File: src/rtl/sdfp_stage_sequencer.sv
// sdfp_stage_sequencer: time-multiplexed cascade of feedback biquad stages for
// the SDFP loop filter. One shared adder/shift datapath evaluates one stage per
// clock for each accepted P/Q bitstream sample.
// Optional build macro: SDFP_SEQ_SAT_EN (saturating arithmetic plus sticky sat_flag).
module sdfp_stage_sequencer #(
    parameter int unsigned NUM_STAGES = 3,
    parameter int unsigned DATA_WIDTH = 14,
    parameter int unsigned OUT_WIDTH  = 16,
    parameter int unsigned GAIN_K     = 1,
    parameter int unsigned GAIN_TS    = 0,
    parameter int unsigned STG_AW     = 3
) (
    input  logic                  clk,
    input  logic                  reset,
    input  logic                  in_valid,
    output logic                  in_ready,
    input  logic                  in_p,
    input  logic                  in_q,
    input  logic                  flush,
    input  logic                  cfg_we,
    input  logic                  cfg_sel,
    input  logic [STG_AW-1:0]     cfg_addr,
    input  logic [DATA_WIDTH-1:0] cfg_data,
    output logic                  cfg_ready,
    output logic                  out_valid,
    output logic [OUT_WIDTH-1:0]  system_out,
`ifdef SDFP_SEQ_SAT_EN
    output logic                  sat_flag,
`endif
    output logic                  busy
);

    typedef enum logic [1:0] {
        S_IDLE = 2'd0,
        S_RUN  = 2'd1,
        S_DONE = 2'd2
    } state_t;

    state_t                state_q;
    state_t                state_d;

    logic [STG_AW-1:0]     stg_q;
    logic                  p_q;
    logic                  q_q;
    logic [DATA_WIDTH-1:0] prev_q;
    logic [DATA_WIDTH-1:0] dly_q [NUM_STAGES];
    logic [DATA_WIDTH-1:0] gf_q  [NUM_STAGES];
    logic [DATA_WIDTH-1:0] gb_q  [NUM_STAGES];

    logic                  accept_c;
    logic                  last_c;
    logic [DATA_WIDTH-1:0] gf_sel_c;
    logic [DATA_WIDTH-1:0] gb_sel_c;
    logic [DATA_WIDTH-1:0] dly_sel_c;
    logic [DATA_WIDTH-1:0] y_c;

    // in_ready is a registered copy of "state is IDLE"; the others alias it
    assign cfg_ready = in_ready;
    assign busy      = ~in_ready;
    assign accept_c  = in_valid & in_ready;
    assign last_c    = (stg_q == STG_AW'(NUM_STAGES - 1));

    // State register
    always_ff @(posedge clk) begin
        if (reset) begin
            state_q <= S_IDLE;
        end else begin
            state_q <= state_d;
        end
    end

    // Next-state logic
    always_comb begin
        state_d = state_q;
        case (state_q)
            S_IDLE:  if (accept_c) state_d = S_RUN;
            S_RUN:   if (last_c)   state_d = S_DONE;
            S_DONE:  state_d = S_IDLE;
            default: state_d = S_IDLE;
        endcase
    end

    // Select the bank entries for the stage currently being evaluated
    always_comb begin
        gf_sel_c  = '0;
        gb_sel_c  = '0;
        dly_sel_c = '0;
        for (int i = 0; i < int'(NUM_STAGES); i++) begin
            if (stg_q == STG_AW'(i)) begin
                gf_sel_c  = gf_q[i];
                gb_sel_c  = gb_q[i];
                dly_sel_c = dly_q[i];
            end
        end
    end

`ifdef SDFP_SEQ_SAT_EN
    localparam int unsigned FW = DATA_WIDTH + GAIN_K + GAIN_TS + 2;
    localparam logic [FW-1:0] MAX_F = {{(FW - DATA_WIDTH){1'b0}}, {DATA_WIDTH{1'b1}}};

    logic [FW-1:0] acc_f_c;
    logic [FW-1:0] acc_cl_c;
    logic [FW-1:0] y_f_c;
    logic          sat_c;

    // Full-precision stage math, clamped to the largest DATA_WIDTH value
    always_comb begin
        acc_f_c  = (p_q ? FW'(gf_sel_c) : '0) + (q_q ? FW'(gb_sel_c) : '0)
                 + FW'(prev_q) + FW'(dly_sel_c);
        acc_cl_c = (acc_f_c > MAX_F) ? MAX_F : acc_f_c;
        y_f_c    = acc_cl_c << GAIN_K;
        y_f_c    = y_f_c << GAIN_TS;
        sat_c    = (acc_f_c > MAX_F) | (y_f_c > MAX_F);
        y_c      = (y_f_c > MAX_F) ? {DATA_WIDTH{1'b1}} : DATA_WIDTH'(y_f_c);
    end
`else
    logic [DATA_WIDTH-1:0] acc_c;

    // Modulo-2^DATA_WIDTH stage math
    always_comb begin
        acc_c = (p_q ? gf_sel_c : '0) + (q_q ? gb_sel_c : '0) + prev_q + dly_sel_c;
        y_c   = acc_c << GAIN_K;
        y_c   = y_c << GAIN_TS;
    end
`endif

    // Datapath, register banks and registered outputs
    always_ff @(posedge clk) begin
        if (reset) begin
            in_ready   <= 1'b1;
            out_valid  <= 1'b0;
            system_out <= '0;
            stg_q      <= '0;
            p_q        <= 1'b0;
            q_q        <= 1'b0;
            prev_q     <= '0;
            for (int i = 0; i < int'(NUM_STAGES); i++) begin
                dly_q[i] <= '0;
                gf_q[i]  <= DATA_WIDTH'(1);
                gb_q[i]  <= DATA_WIDTH'(1);
            end
`ifdef SDFP_SEQ_SAT_EN
            sat_flag   <= 1'b0;
`endif
        end else begin
            in_ready  <= (state_d == S_IDLE);
            out_valid <= 1'b0;
            case (state_q)
                S_IDLE: begin
                    // Gain write; addresses beyond the last stage match nothing
                    if (cfg_we) begin
                        for (int i = 0; i < int'(NUM_STAGES); i++) begin
                            if (cfg_addr == STG_AW'(i)) begin
                                if (cfg_sel) gb_q[i] <= cfg_data;
                                else         gf_q[i] <= cfg_data;
                            end
                        end
                    end
                    if (flush) begin
                        for (int i = 0; i < int'(NUM_STAGES); i++) dly_q[i] <= '0;
`ifdef SDFP_SEQ_SAT_EN
                        sat_flag <= 1'b0;
`endif
                    end
                    if (accept_c) begin
                        p_q    <= in_p;
                        q_q    <= in_q;
                        stg_q  <= '0;
                        prev_q <= '0;
                    end
                end
                S_RUN: begin
                    for (int i = 0; i < int'(NUM_STAGES); i++) begin
                        if (stg_q == STG_AW'(i)) dly_q[i] <= y_c;
                    end
                    prev_q <= y_c;
                    stg_q  <= stg_q + STG_AW'(1);
`ifdef SDFP_SEQ_SAT_EN
                    if (sat_c) sat_flag <= 1'b1;
`endif
                    // Output lands together with the pulse seen in DONE
                    if (last_c) begin
                        out_valid  <= 1'b1;
                        system_out <= OUT_WIDTH'(y_c) + OUT_WIDTH'(p_q);
                    end
                end
                default: ;
            endcase
        end
    end

endmodule

File: config.mk
export PLATFORM = sky130hd
export DESIGN_NAME = sdfp_stage_sequencer
export DESIGN_NICKNAME = d
export VERILOG_FILES = /design/src/rtl/sdfp_stage_sequencer.sv
export SDC_FILE = /design/constraint.sdc
export NUM_CORES = 1
export LEC_CHECK = 0
export BUFFER_PORTS_ARGS = -buffer_cell sky130_fd_sc_hd__buf_2
export CAP_MARGIN = 20
export CORE_ASPECT_RATIO = 1.4
export CORE_UTILIZATION = 55
export CTS_CLUSTER_DIAMETER = 60
export CTS_CLUSTER_SIZE = 8
export DETAILED_ROUTE_END_ITERATION = 12
export HOLD_SLACK_MARGIN = 0.1
export PLACE_DENSITY_LB_ADDON = 0.2
export SETUP_SLACK_MARGIN = 0.2
export SLEW_MARGIN = 20
export SYNTH_ARGS = -nofsm -noshare
export SYNTH_HDL_FRONTEND = slang
export SYNTH_SLANG_ARGS = --single-unit
File: constraint.sdc
create_clock -name clk -period 9.9 [get_ports clk]
set_input_delay 0.99 -clock clk [delete_from_list [all_inputs] [get_ports clk]]
set_output_delay 0.99 -clock clk [all_outputs]
set_load 0.005 [all_outputs]
-- Word-level counts from Yosys, hierarchy flattened
Memory sizes are Yosys's and may differ from the RTL's.
Index checks and enable logic that the tools add are counted.
- bits in registers: 38
- RAM bits: 123
- bits of input ports: 25
- output and inout port bits: 20
- word-level logic and storage cells: 124
- memories kept: 3
- add/subtract/negate cells: 5
- eq/ne operators: 6
- mux-type cells: 80
- bitwise logic cells: 14
- reduce and logical (&&, ||, !) cells: 8
- memory list (memory ; depth ; width ; read ports ; clocked after memory_dff ; wr ports ; line ; text):
    gb_q ; 3 ; 14 ; 3 ; 0 ; 3 ; 48 ; logic [DATA_WIDTH-1:0] gb_q [NUM_STAGES];
    gf_q ; 3 ; 14 ; 3 ; 0 ; 3 ; 47 ; logic [DATA_WIDTH-1:0] gf_q [NUM_STAGES];
    dly_q ; 3 ; 13 ; 3 ; 0 ; 3 ; 46 ; logic [DATA_WIDTH-1:0] dly_q [NUM_STAGES];
- operators with widths (cell ; count):
    2-to-1 mux 13 bit ; 18
    2-to-1 mux 14 bit ; 6
    2-to-1 mux 1 bit ; 50
    adder 13 bit ; 3
    case mux 13 bit (2 select lines) ; 1
    adder 14 x 1 -> 15 bit ; 1
    OR 1 bit ; 12
    equality test 3 x 1 -> 1 bit (second input constant) ; 2
    equality test 3 x 2 -> 1 bit (second input constant) ; 2
    logical NOT 3 bit ; 2
    case mux 3 bit (2 select lines) ; 1
    AND reduction 2 bit ; 3
    logical NOT 2 bit ; 2
    2-to-1 mux 2 bit ; 2
    case mux 2 bit (2 select lines) ; 1
    adder 3 x 1 -> 3 bit (second input constant) ; 1
    2-to-1 mux 3 bit ; 1
    equality test 2 x 1 -> 1 bit (second input constant) ; 1
    inequality test 2 bit (second input constant) ; 1
    nonzero test 2 bit ; 1
    bitwise AND 1 bit ; 1
    NOT 1 bit ; 1

-- Depth between registers and ports, before layout
Gate-level depths: netlist (run 1).
- depth after elaboration: 9
- gate-level depth with buffers: 21
- mapped depth without buffers: 19

-- Worst setup path before layout (run 1)
Ideal clock, no wire load.
- path kind: register to register
- start point: register stg_q[1]
- end point: register system_out[13]
- setup time: 91 ps
- arrival time: 4388 ps
- data required time: 9809 ps
- path slack: 5422 ps
- stages on the path, launching flop included: 21
- buffers on the path: 2
- clock period less this slack: 4478 ps
- cells stage by stage: dfxtp_1 -> inv_1 -> ha_1 -> buf_6 -> nor3b_2 -> clkbuf_1 -> a221oi_1 -> nor3b_1 -> fa_1 -> inv_1 -> fa_1 -> inv_1 -> ha_1 -> inv_1 -> fa_1 -> nand2b_1 -> a32oi_1 -> a2111o_1 -> a221oi_1 -> or3_1 -> a311oi_1
- cells in the longest elaborated chain, start to end: 9
- ends and longest elaborated chain (what ; line ; text):
    start: declaration ; 42 ; logic [STG_AW-1:0] stg_q;
    start signal: assignment ; 177 ; stg_q <= stg_q + STG_AW'(1);
    logical NOT 3 bit ; 89 ; if (stg_q == STG_AW'(i)) begin
    2-to-1 mux 13 bit (3 in a row) ; 89 ;
    2-to-1 mux 13 bit ; 121 ; acc_c = (p_q ? gf_sel_c : '0) + (q_q ? gb_sel_c : '0) + prev_q + dly_sel_c;
    adder 13 bit (3 in a row) ; 121 ;
    adder 14 x 1 -> 15 bit ; 184 ; system_out <= OUT_WIDTH'(y_c) + OUT_WIDTH'(p_q);
    end signal: assignment ; 184 ;
    end: declaration ; 26 ; output logic [OUT_WIDTH-1:0] system_out,
Parallel ways exist; a longest one is shown, timed or not.
A chain may end at the register's enable or synchronous reset.

-- Worst setup path in the final report (run 1)
- start point: register stg_q[0]
- end point: register system_out[13]
Same word-level chain as after synthesis.

==> results.md, run 1 <==
- Status: finished clean
- Clock transition at the registers of the reported paths: 0.07 ns
- Row count: 48
- Main synth FF type: edfxtp_1
- CTS tree: yes
- Min cycle time layout: 5.27 ns
- Count leader, synth: edfxtp_1
- Leakage: 3.17 nW
- I/O Pins: 45
- HP Class: reg2reg
- Asr flop ratio synth: 0%
- CTS sink count: 149
- Multi-input gate area: 2560 um2
- Post-synthesis sequential area ratio: 58.9%
- Nets: 677
- Number of synthesis warnings: 0
- Mean post-synth cell area: 12.2 um2
- H-tree levels: 4
- Placeable Area: 12400 um2
- Yosys reg bits: 149
- Synthesized cell area: 7000 um2
- Initial antenna violation count: 0
- Period utilization: 53.2%
- DR iter-0 viols: 307
- ANT nets after route: 0
- Worst R2R Start: stg_q[0]
- Crit path kind: reg2reg
- CP Data Arrival Time: 5.60 ns
- GRT overflow: 0
- Hold wc startpoint: system_out[3]
- Post-synth EDFFs: 114
- DRC Markers: 0
- Vias in the first global route: 4679
- Initial core utilization: 56.6%
- Startpoint Class: register
- Slew HR: 36.5%
- Register area: 4120 um2
- Post-DP HPWL: 10200 um
- Area Growth Syn to Fin: 14.0%
- Die ar.: 13200 um2
- Setup TNS: 0 ns
- Top cells by count, synth: edfxtp_1 (114), nor2_1 (61), inv_1 (52)
- Clk Latency, worst-skew pair: 0.42 ns
- Resize count post-CTS: 0
- Diode count: 0
- Setup crit start: stg_q[0]
- First-pass GRT wire length: 24200 um
- Slew Viols, Final: 0
- Drt wl/cell: 19.6 um
- Post-CTS Hold Buffers: 0
- Setup crit end kind: register
- Die W: 97.4 um
- Root buf cell: clkbuf_16
- Max IR drop VDD: 0.161 mV
- Vias: 4590
- Filler instances: 941
- Library cells used by synthesis: 49
- Synth top area cells: edfxtp_1 (49%), dfxtp_1 (10%), fa_1 (6.6%), nor2_1 (3.3%), a221oi_1 (3.0%)
- Area leader, netlist: edfxtp_1
- GPL Wtd Cong: 0.861
- Power Dens Cells: 211 nW/um2
- Die Y: 136 um
- TritonCTS buffer count: 17
- Top cell type's share of synthesized area: 48.9%
- Maxcap violations: 0
- GRT Total Usage: 24.7%
- Bufs on Longest Clock Path: 2
- Share of layout cells above drive strength 1: 14.4%
- Pre-CTS setup slack: 4.75 ns
- Final setup vio count: 0
- Measured slew at the worst slew-check pin: 0.949 ns
- PnR worst setup slack: 4.63 ns
- Final hold viol count: 0
- Vias per cell: 5.91
- Postcts setup bufs: 0
- Clock Skews: 0.00708 ns
- Largest net degree at the start of global routing: 40
- Req. time, crit path: 10.23 ns
- Fmax achieved: 190 MHz
- CP Max Fanout: 39
- Final wirelength: 15300 um
- DRT Pass-1 Iters: 5
- Unrepaired setup endpoints after global routing: no
- PortBufs: 41
- Syn Inst Count: 576
==> routing by layer <==
metal,part of all wire (%),GRT usage (%),up-vias,wire (um)
met3,5.0,5.21,36,767
met2,53,43.9,148,8020
met4,3.1,11.8,0,473
met5,0,0,-,0
li1,-,-,2143,-
met1,39,28.4,2263,6000
==> logic make-up after synthesis <==
group | share of synthesized area, %
DFF | 58.9
xor gates and xnor gates | 1.25
AOI/OAI and AO/OA | 13.3
other | 0.0536
adders and majority gates | 9.26
muxes | 0.429
and+or+nand+nor | 12.0
buffers and inverters | 4.81
==> final timing paths <==
path              cells after the start  slack, ns        endpoint
setup / recovery                     18       4.63  system_out[13]
hold / removal                        2       0.45   system_out[3]
setup reg to reg                     18       4.63  system_out[13]
hold reg to reg                       2       0.45   system_out[3]
==> area by class of cell <==
| class | count | share of cell area [%] |
|---|---|---|
| flip-flops and latches | 149 | 51.7 |
| multi-input cells | 344 | 32.1 |
| clock inverters | 15 | 2.73 |
| inverters | 52 | 2.45 |
| clock buffers | 17 | 5.33 |
| well taps | 150 | 2.35 |
| repair buffers | 50 | 3.42 |
==> where the power goes <==
group | switching, mW | internal [mW]
sequential | 0.0180 | 0.713
clock | 0.271 | 0.430
combinational | 0.164 | 0.0911
total | 0.453 | 1.23
==> state kept, by name, summed over array words and instances (netlist names), 2 cells and up <==
register,cells
gf_q,39
state_q,2
system_out,14
prev_q,12
dly_q,36
stg_q,3
gb_q,39
==> metrics by stage <==
stage	hold slack (ns)	total power [mW]	instance area [um2]	utilization (%)	cells
after floorplan	0.425	0.911	7010	-	577
after global placement	0.438	0.986	7330	59.3	744
after detailed placement	0.448	0.994	7330	59.3	744
after CTS	0.457	1.69	7970	64.5	776
after global routing	0.485	1.75	7980	64.5	777
final	0.452	1.69	7980	64.5	777
==> cell usage in the layout (no fill, tap or decap), types with 12 or more instances in the layout <==
cell and instances:
o21ai_0 16, edfxtp_1 114, a221o_1 13, a221oi_1 24, buf_2 41, clkbuf_16 17
and2_1 25, ha_1 15, nor2_1 60, dfxtp_1 35, inv_1 52, nand2_1 30
a21oi_1 22, fa_1 23, nor3b_1 15, o211ai_1 12
==> worst max-delay path, stage by stage (launching register included) <==
cell and delay (ns):
dfxtp_1 0.36, inv_1 0.10, ha_1 0.34, nand2_2 0.55, nor2_1 0.29, nor2_1 0.12
fa_1 0.52, inv_1 0.06, fa_1 0.54, inv_1 0.04, ha_1 0.21, inv_1 0.07
fa_1 0.19, nand2b_1 0.15, a32oi_1 0.15, a2111o_1 0.46, a221oi_1 0.52, o21ai_0 0.19
a311oi_1 0.28
(Power assumes the default switching activity.)
==> inputs of run 2 (changes only) <==
Settings changed: ABC_AREA set to 1.
Clock period 9.9 ns to 4.88 ns, I/O delays scaled along.
==> results.md, run 2 <==
- Initial core utilization: 57.0% (was 56.6%)
- Row count: 48 (unchanged)
- Area leader, netlist: edfxtp_1 (unchanged)
- Root buf cell: clkbuf_16 (unchanged)
- Crit path kind: reg2reg (unchanged)
- CP max-delay cell: nor2_2 (was nand2_2)
- Commonest non-fill, non-tap cell in the layout: edfxtp_1 (unchanged)
- Clock share of power: 38.0% (was 41.5%)
- Req. time, crit path: 5.00 ns (was 10.23 ns)
- Nets: 802 (was 677)
- Vias in the first global route: 4923 (was 4679)
- H-tree levels: 4 (unchanged)
- HP Class: in2reg (was reg2reg)
- Largest regs: gb_q (39), gf_q (39), dly_q (36) (unchanged)
- GRT Total Usage: 25.4% (was 24.7%)
- Most frequent cells in the layout: edfxtp_1 (114), inv_1 (98), nand2_1 (88) (was edfxtp_1 (114), nor2_1 (60), inv_1 (52))
- CP Max Fanout: 10 (was 39)
- Yosys reg bits: 149 (unchanged)
- Bufs on Longest Clock Path: 2 (unchanged)
- Period utilization: 92.3% (was 53.2%)
- Startpoint Class: register (unchanged)
- Mean post-synth cell area: 10.2 um2 (was 12.2 um2)
- Synth top area cells: edfxtp_1 (48%), dfxtp_1 (9.9%), fa_1 (6.5%), nand3_1 (5.8%), inv_1 (5.2%) (was edfxtp_1 (49%), dfxtp_1 (10%), fa_1 (6.6%), nor2_1 (3.3%), a221oi_1 (3.0%))
- Clk Latency, worst-skew pair: 0.42 ns (about the same)
- Min cycle time layout: 4.51 ns (was 5.27 ns)
- Post-DP HPWL: 11100 um (was 10200 um)
- Final wirelength: 15900 um (was 15300 um)
- Area Growth Syn to Fin: 14.0% (about the same)
- Setup crit end kind: register (unchanged)
- Largest net degree at the start of global routing: 37 (was 40)
- Die ar.: 13400 um2 (was 13200 um2)
- DRC Markers: 1 (was 0)
- Die W: 98.0 um (was 97.4 um)
- Top cell type's share of synthesized area: 48.3% (was 48.9%)
- ANT nets after route: 0 (unchanged)
- First-pass GRT wire length: 25000 um (was 24200 um)
- Sw Pwr: 989 uW (was 453 uW)
- Critical Path Most Common Cell: inv_1 (unchanged)
- Failing checks: DRC
- Reg power frac: 43.8% (was 43.3%)
- Maxcap violations: 0 (unchanged)
- Power Dens Cells: 422 nW/um2 (was 211 nW/um2)
- Slew Viols, Final: 0 (unchanged)
- Status: finished with violations (was finished clean)
- Max IR drop VDD: 0.255 mV (was 0.161 mV)
- DR iter-0 viols: 392 (was 307)
- Post-synthesis sequential area ratio: 58.2% (was 58.9%)
- PortBufs: 41 (unchanged)
- CTS sink count: 149 (unchanged)
- TritonCTS buffer count: 17 (unchanged)
- Synthesized cell area: 7090 um2 (was 7000 um2)
- CTS tree: yes (unchanged)
- DRT Pass-1 Iters: 9 (was 5)
- I/O Pins: 45 (unchanged)
- Clock Skews: 0.00971 ns (was 0.00708 ns)
- R2R cell count: 17 (was 18)
- Initial antenna violation count: 0 (unchanged)
- Count leader, synth: edfxtp_1 (unchanged)
- Vias per cell: 5.61 (was 5.91)
- Asr flop ratio synth: 0% (unchanged)
- Number of synthesis warnings: 0 (unchanged)
- CP Data Arrival Time: 4.62 ns (was 5.60 ns)
- Fmax achieved: 222 MHz (was 190 MHz)
- Syn Inst Count: 692 (was 576)
- Cell Int Power: 2.42 mW (was 1.23 mW)
- Logic pwr share: 18.2% (was 15.2%)
- Setup TNS: 0 ns (unchanged)
- Library cells used by synthesis: 34 (was 49)
- Unrepaired setup endpoints after global routing: yes (was no)
- CP peak stage delay: 0.53 ns (was 0.55 ns)
- Diode count: 0 (unchanged)
- Post-synth EDFFs: 114 (unchanged)
- Cells on Worst Hold Path: 3 (was 2)
- Clock transition at the registers of the reported paths: 0.07 ns (about the same)
- Postcts setup bufs: 0 (unchanged)
- Drt wl/cell: 17.6 um (was 19.6 um)
- Main synth FF type: edfxtp_1 (unchanged)
- Measured slew at the worst slew-check pin: 1.05 ns (was 0.949 ns)
- Share of layout cells above drive strength 1: 13.0% (was 14.4%)
- Cell Chain, Critical Path: ha_1 > inv_2 > nor2_2 > buf_4 > nand2_1 > a31oi_1 > fa_1 > inv_1 > fa_1 > inv_1 > ha_1 > inv_1 > nor3_1 > o21ai_0 > nand3_1 > xor2_1 > nor2_1 (was inv_1 > ha_1 > nand2_2 > nor2_1 > nor2_1 > fa_1 > inv_1 > fa_1 > inv_1 > ha_1 > inv_1 > fa_1 > nand2b_1 > a32oi_1 > a2111o_1 > a221oi_1 > o21ai_0 > a311oi_1)
- Vias: 5057 (was 4590)
- Top cells by count, synth: edfxtp_1 (114), inv_1 (98), nand2_1 (88) (was edfxtp_1 (114), nor2_1 (61), inv_1 (52))
- Final setup vio count: 0 (unchanged)
- Switching Share: 29.0% (was 26.9%)
- Final hold viol count: 0 (unchanged)
- Slew HR: 29.8% (was 36.5%)
- Power Total: 3.41 mW (was 1.69 mW)
- GPL Wtd Cong: 0.884 (was 0.861)
- GRT overflow: 0 (unchanged)
- R2R Setup Slk: 0.37 ns (was 4.63 ns)
- Leakage: 3.43 nW (was 3.17 nW)
- Placeable Area: 12400 um2 (about the same)
- Die Y: 136 um (about the same)
run 2: final timing paths:
path | from | endpoint
hold reg to reg | system_out[5] | system_out[5]
setup reg to reg | stg_q[0] | dly_q[0][11]
setup / recovery | stg_q[0] | dly_q[0][11]
hold / removal | in_q | q_q
run 2: cell type report:
class / instances / area [um2]
fill: 972 / 4350
sequential: 149 / 4120
multi-input combinational: 409 / 2430
clock buffer: 21 / 482
inverter: 103 / 387
timing repair buffer: 59 / 357
tap: 150 / 188
clock inverter: 11 / 113
run 2: through the flow:
stage / cells / setup slack, ns / cell area [um2] / hold WS [ns] / util (%)
4_1_cts: 901 / 0.489 / 8070 / 0.297 / 64.9
3_5_place_dp: 869 / 0.522 / 7480 / 0.468 / 60.2
2_1_floorplan: 693 / 1.01 / 7090 / 0.473 / -
5_1_grt: 902 / 0.183 / 8080 / 0.324 / 65.0
6_report: 902 / 0.375 / 8080 / 0.323 / 65.0
3_3_place_gp: 869 / 0.565 / 7480 / 0.460 / 60.2
run 2: cells by family after synthesis:
logic type | after synthesis | share of synthesized area (%)
simple gates | 253 | 15.4
compound gates | 107 | 8.63
xor+xnor | 8 | 0.988
other cells | 1 | 0.0529
flops | 149 | 58.2
fa+ha+maj | 38 | 9.14
buf+inv | 136 | 7.66
run 2: what timing repair did:
action,CTS,global route
resized for setup,0,1
hold buffers,0,0
endpoints found under the setup margin,0,7
run 2: critical path: cells and delay by family, from the launching register on:
kind / cells / cell delay (ns)
AOI/OAI and AO/OA: 2 / 0.40
xor gates and xnor gates: 1 / 0.34
adders and majority gates: 4 / 1.34
buffers and inverters: 5 / 0.63
DFF: 1 / 0.41
and+or+nand+nor: 5 / 1.09
run 2: metal layers:
layer	wire length (um)	track usage [%]
met5	0	0
met3	894	4.42
met4	421	13.2
met1	6300	30.4
met2	8300	44.0
run 2: power groups by stage:
stage	combinational (mW)	clock (mW)	sequential (mW)
4_1_cts	0.618	1.31	1.50
3_3_place_gp	0.605	0	1.52
2_1_floorplan	0.426	0	1.51
6_report	0.621	1.29	1.50
5_1_grt	0.697	1.36	1.50
3_5_place_dp	0.615	0	1.52
==> inputs of run 3 (changes only) <==
Settings changed: CTS_CLUSTER_SIZE 8 to not set, PLACE_DENSITY set to 0.73, PLACE_DENSITY_LB_ADDON 0.2 to not set.
==> results.md, run 3 (same netlist as run 2, synthesis figures left out) <==
- Clock Skews: 0.0102 ns (was 0.00971 ns)
- Row count: 48 (unchanged)
- HP Class: in2reg (unchanged)
- Switching Share: 28.1% (was 29.0%)
- PortBufs: 41 (unchanged)
- Max IR drop VDD: 0.270 mV (was 0.255 mV)
- Die Y: 136 um (unchanged)
- Final instance count without filler cells: 905 (was 902)
- Most frequent cells in the layout: edfxtp_1 (114), inv_1 (98), nand2_1 (88) (unchanged)
- Logic pwr share: 18.5% (was 18.2%)
- I/O Pins: 45 (unchanged)
- CP Max Fanout: 27 (was 10)
- Share of layout cells above drive strength 1: 13.2% (was 13.0%)
- GPL Wtd Cong: 0.892 (was 0.884)
- Filler instances: 979 (was 972)
- Die W: 98.0 um (unchanged)
- Area Growth Syn to Fin: 15.3% (was 14.0%)
- DRT Pass-1 Iters: 9 (unchanged)
- Clock transition at the registers of the reported paths: 0.06 ns (was 0.07 ns)
- Initial antenna violation count: 0 (unchanged)
- Clk Latency, worst-skew pair: 0.42 ns (about the same)
- Final wirelength: 16700 um (was 15900 um)
- Power Total: 3.52 mW (was 3.41 mW)
- Setup TNS: 0 ns (unchanged)
- Period utilization: 90.1% (was 92.3%)
- Startpoint Class: register (unchanged)
- H-tree levels: 4 (unchanged)
- CP peak stage delay: 0.49 ns (was 0.53 ns)
- Clock share of power: 39.0% (was 38.0%)
- Final hold slack: 0.299 ns (was 0.323 ns)
- Failing checks: DRC (unchanged)
- Slew HR: 24.2% (was 29.8%)
- Crit path kind: reg2reg (unchanged)
- Measured slew at the worst slew-check pin: 1.13 ns (was 1.05 ns)
- GRT overflow: 0 (unchanged)
- Initial core utilization: 57.0% (unchanged)
- Power Dens Cells: 430 nW/um2 (was 422 nW/um2)
- Commonest non-fill, non-tap cell in the layout: edfxtp_1 (unchanged)
- Cell Int Power: 2.53 mW (was 2.42 mW)
- Vias: 5136 (was 5057)
- Critical Path Most Common Cell: inv_1 (unchanged)
- PnR worst setup slack: 0.484 ns (was 0.375 ns)
- Nets: 805 (was 802)
- Cell count after placement: 870 (was 869)
- Die ar.: 13400 um2 (unchanged)
- Setup crit end kind: register (unchanged)
- Leakage: 3.47 nW (was 3.43 nW)
- Final setup vio count: 0 (unchanged)
- Vias in the first global route: 5088 (was 4923)
- CTS tree: yes (unchanged)
- Drt wl/cell: 18.4 um (was 17.6 um)
- DRC Markers: 1 (unchanged)
- Slew Viols, Final: 0 (unchanged)
- Root buf cell: clkbuf_16 (unchanged)
- Min cycle time layout: 4.40 ns (was 4.51 ns)
- Req. time, crit path: 4.99 ns (was 5.00 ns)
- Placeable Area: 12400 um2 (unchanged)
- CP Data Arrival Time: 4.50 ns (was 4.62 ns)
- Post-CTS Hold Buffers: 0 (unchanged)
- Pre-CTS setup slack: 0.314 ns (was 0.522 ns)
- Largest net degree at the start of global routing: 37 (unchanged)
- Reg power frac: 42.6% (was 43.8%)
- Status: finished with violations (unchanged)
- First-pass GRT wire length: 25500 um (was 25000 um)
- Post-DP HPWL: 11400 um (was 11100 um)
- GRT Total Usage: 26.0% (was 25.4%)
- Fmax achieved: 227 MHz (was 222 MHz)
- Diode count: 0 (unchanged)
- Final hold viol count: 0 (unchanged)
- DR iter-0 viols: 309 (was 392)
- Unrepaired setup endpoints after global routing: no (was yes)
- Bufs on Longest Clock Path: 2 (unchanged)
- ANT nets after route: 0 (unchanged)
- Sw Pwr: 989 uW (about the same)
- Largest regs: gb_q (39), gf_q (39), dly_q (36) (unchanged)
- Cell Chain, Critical Path: inv_1 > ha_1 > nand2_8 > buf_4 > buf_4 > a31oi_1 > fa_1 > inv_1 > fa_1 > inv_1 > ha_1 > inv_1 > nor3_1 > o21ai_0 > nand3_1 > xor2_1 > nor2_1 (was ha_1 > inv_2 > nor2_2 > buf_4 > nand2_1 > a31oi_1 > fa_1 > inv_1 > fa_1 > inv_1 > ha_1 > inv_1 > nor3_1 > o21ai_0 > nand3_1 > xor2_1 > nor2_1)
- TritonCTS buffer count: 17 (unchanged)
- Maxcap violations: 0 (unchanged)
- Vias per cell: 5.68 (was 5.61)
- CP max-delay cell: fa_1 (was nor2_2)
- CTS sink count: 149 (unchanged)
run 3: changes by cell type in the layout (fill, tap and decap cells not counted), sizes merged:
| cell | before | now |
|---|---|---|
| clkinv | 5 | 6 |
| buf | 59 | 62 |
| inv | 107 | 104 |
| bufinv | 1 | 2 |
| clkbuf | 21 | 23 |
| clkinvlp | 1 | 0 |
run 3: through the flow:
stage / utilization [%] / area, um2
2_1_floorplan: - / 7090
3_3_place_gp: 60.2 / 7490
3_5_place_dp: 60.2 / 7490
4_1_cts: 65.3 / 8120
5_1_grt: 65.8 / 8180
6_report: 65.8 / 8180
run 3: worst paths after layout:
check	startpoint	to	cells after the start	slack [ns]
hold / removal	in_q	q_q	3	0.30
hold reg to reg	system_out[7]	system_out[7]	2	0.48
setup reg to reg	stg_q[0]	dly_q[0][37]	17	0.48
setup / recovery	stg_q[0]	dly_q[0][37]	17	0.48
run 3: area by class of cell:
class                      count  area [um2]  share of cell area [%]
clock inverter                 9         108                    1.32
clock buffer                  23         522                    6.38
tap                          150         188                    2.30
sequential                   149        4120                    50.4
inverter                     103         387                    4.73
timing repair buffer          62         395                    4.84
multi-input combinational    409        2450                    30.0
run 3: critical path: cells and delay by family (launching register included):
kind / cells / cell delay (ns)
flops: 1 / 0.40
xor+xnor: 1 / 0.32
fa+ha+maj: 4 / 1.57
compound gates: 2 / 0.28
simple gates: 4 / 0.74
buf+inv: 6 / 0.74
run 3: power groups by stage:
stage          clock (mW)  combinational, mW  sequential (mW)
2_1_floorplan           0              0.426             1.51
6_report             1.37              0.650             1.50
5_1_grt              1.43              0.725             1.50
4_1_cts              1.37              0.637             1.50
3_5_place_dp            0              0.631             1.52
3_3_place_gp            0              0.608             1.52
run 3: repair_timing:
| action | 4_1_cts | 5_1_grt |
|---|---|---|
| buffers inserted | 0 | 2 |
| endpoints found under the setup margin | 0 | 18 |
| resized for setup | 0 | 6 |
run 3: per-layer routing:
layer | vias to the layer above | wire length, um | global-route usage (%)
met5 | - | 0 | 0
met3 | 36 | 859 | 4.78
met4 | 0 | 556 | 13.1
li1 | 2427 | - | -
met2 | 174 | 8850 | 46.4
met1 | 2499 | 6400 | 29.8
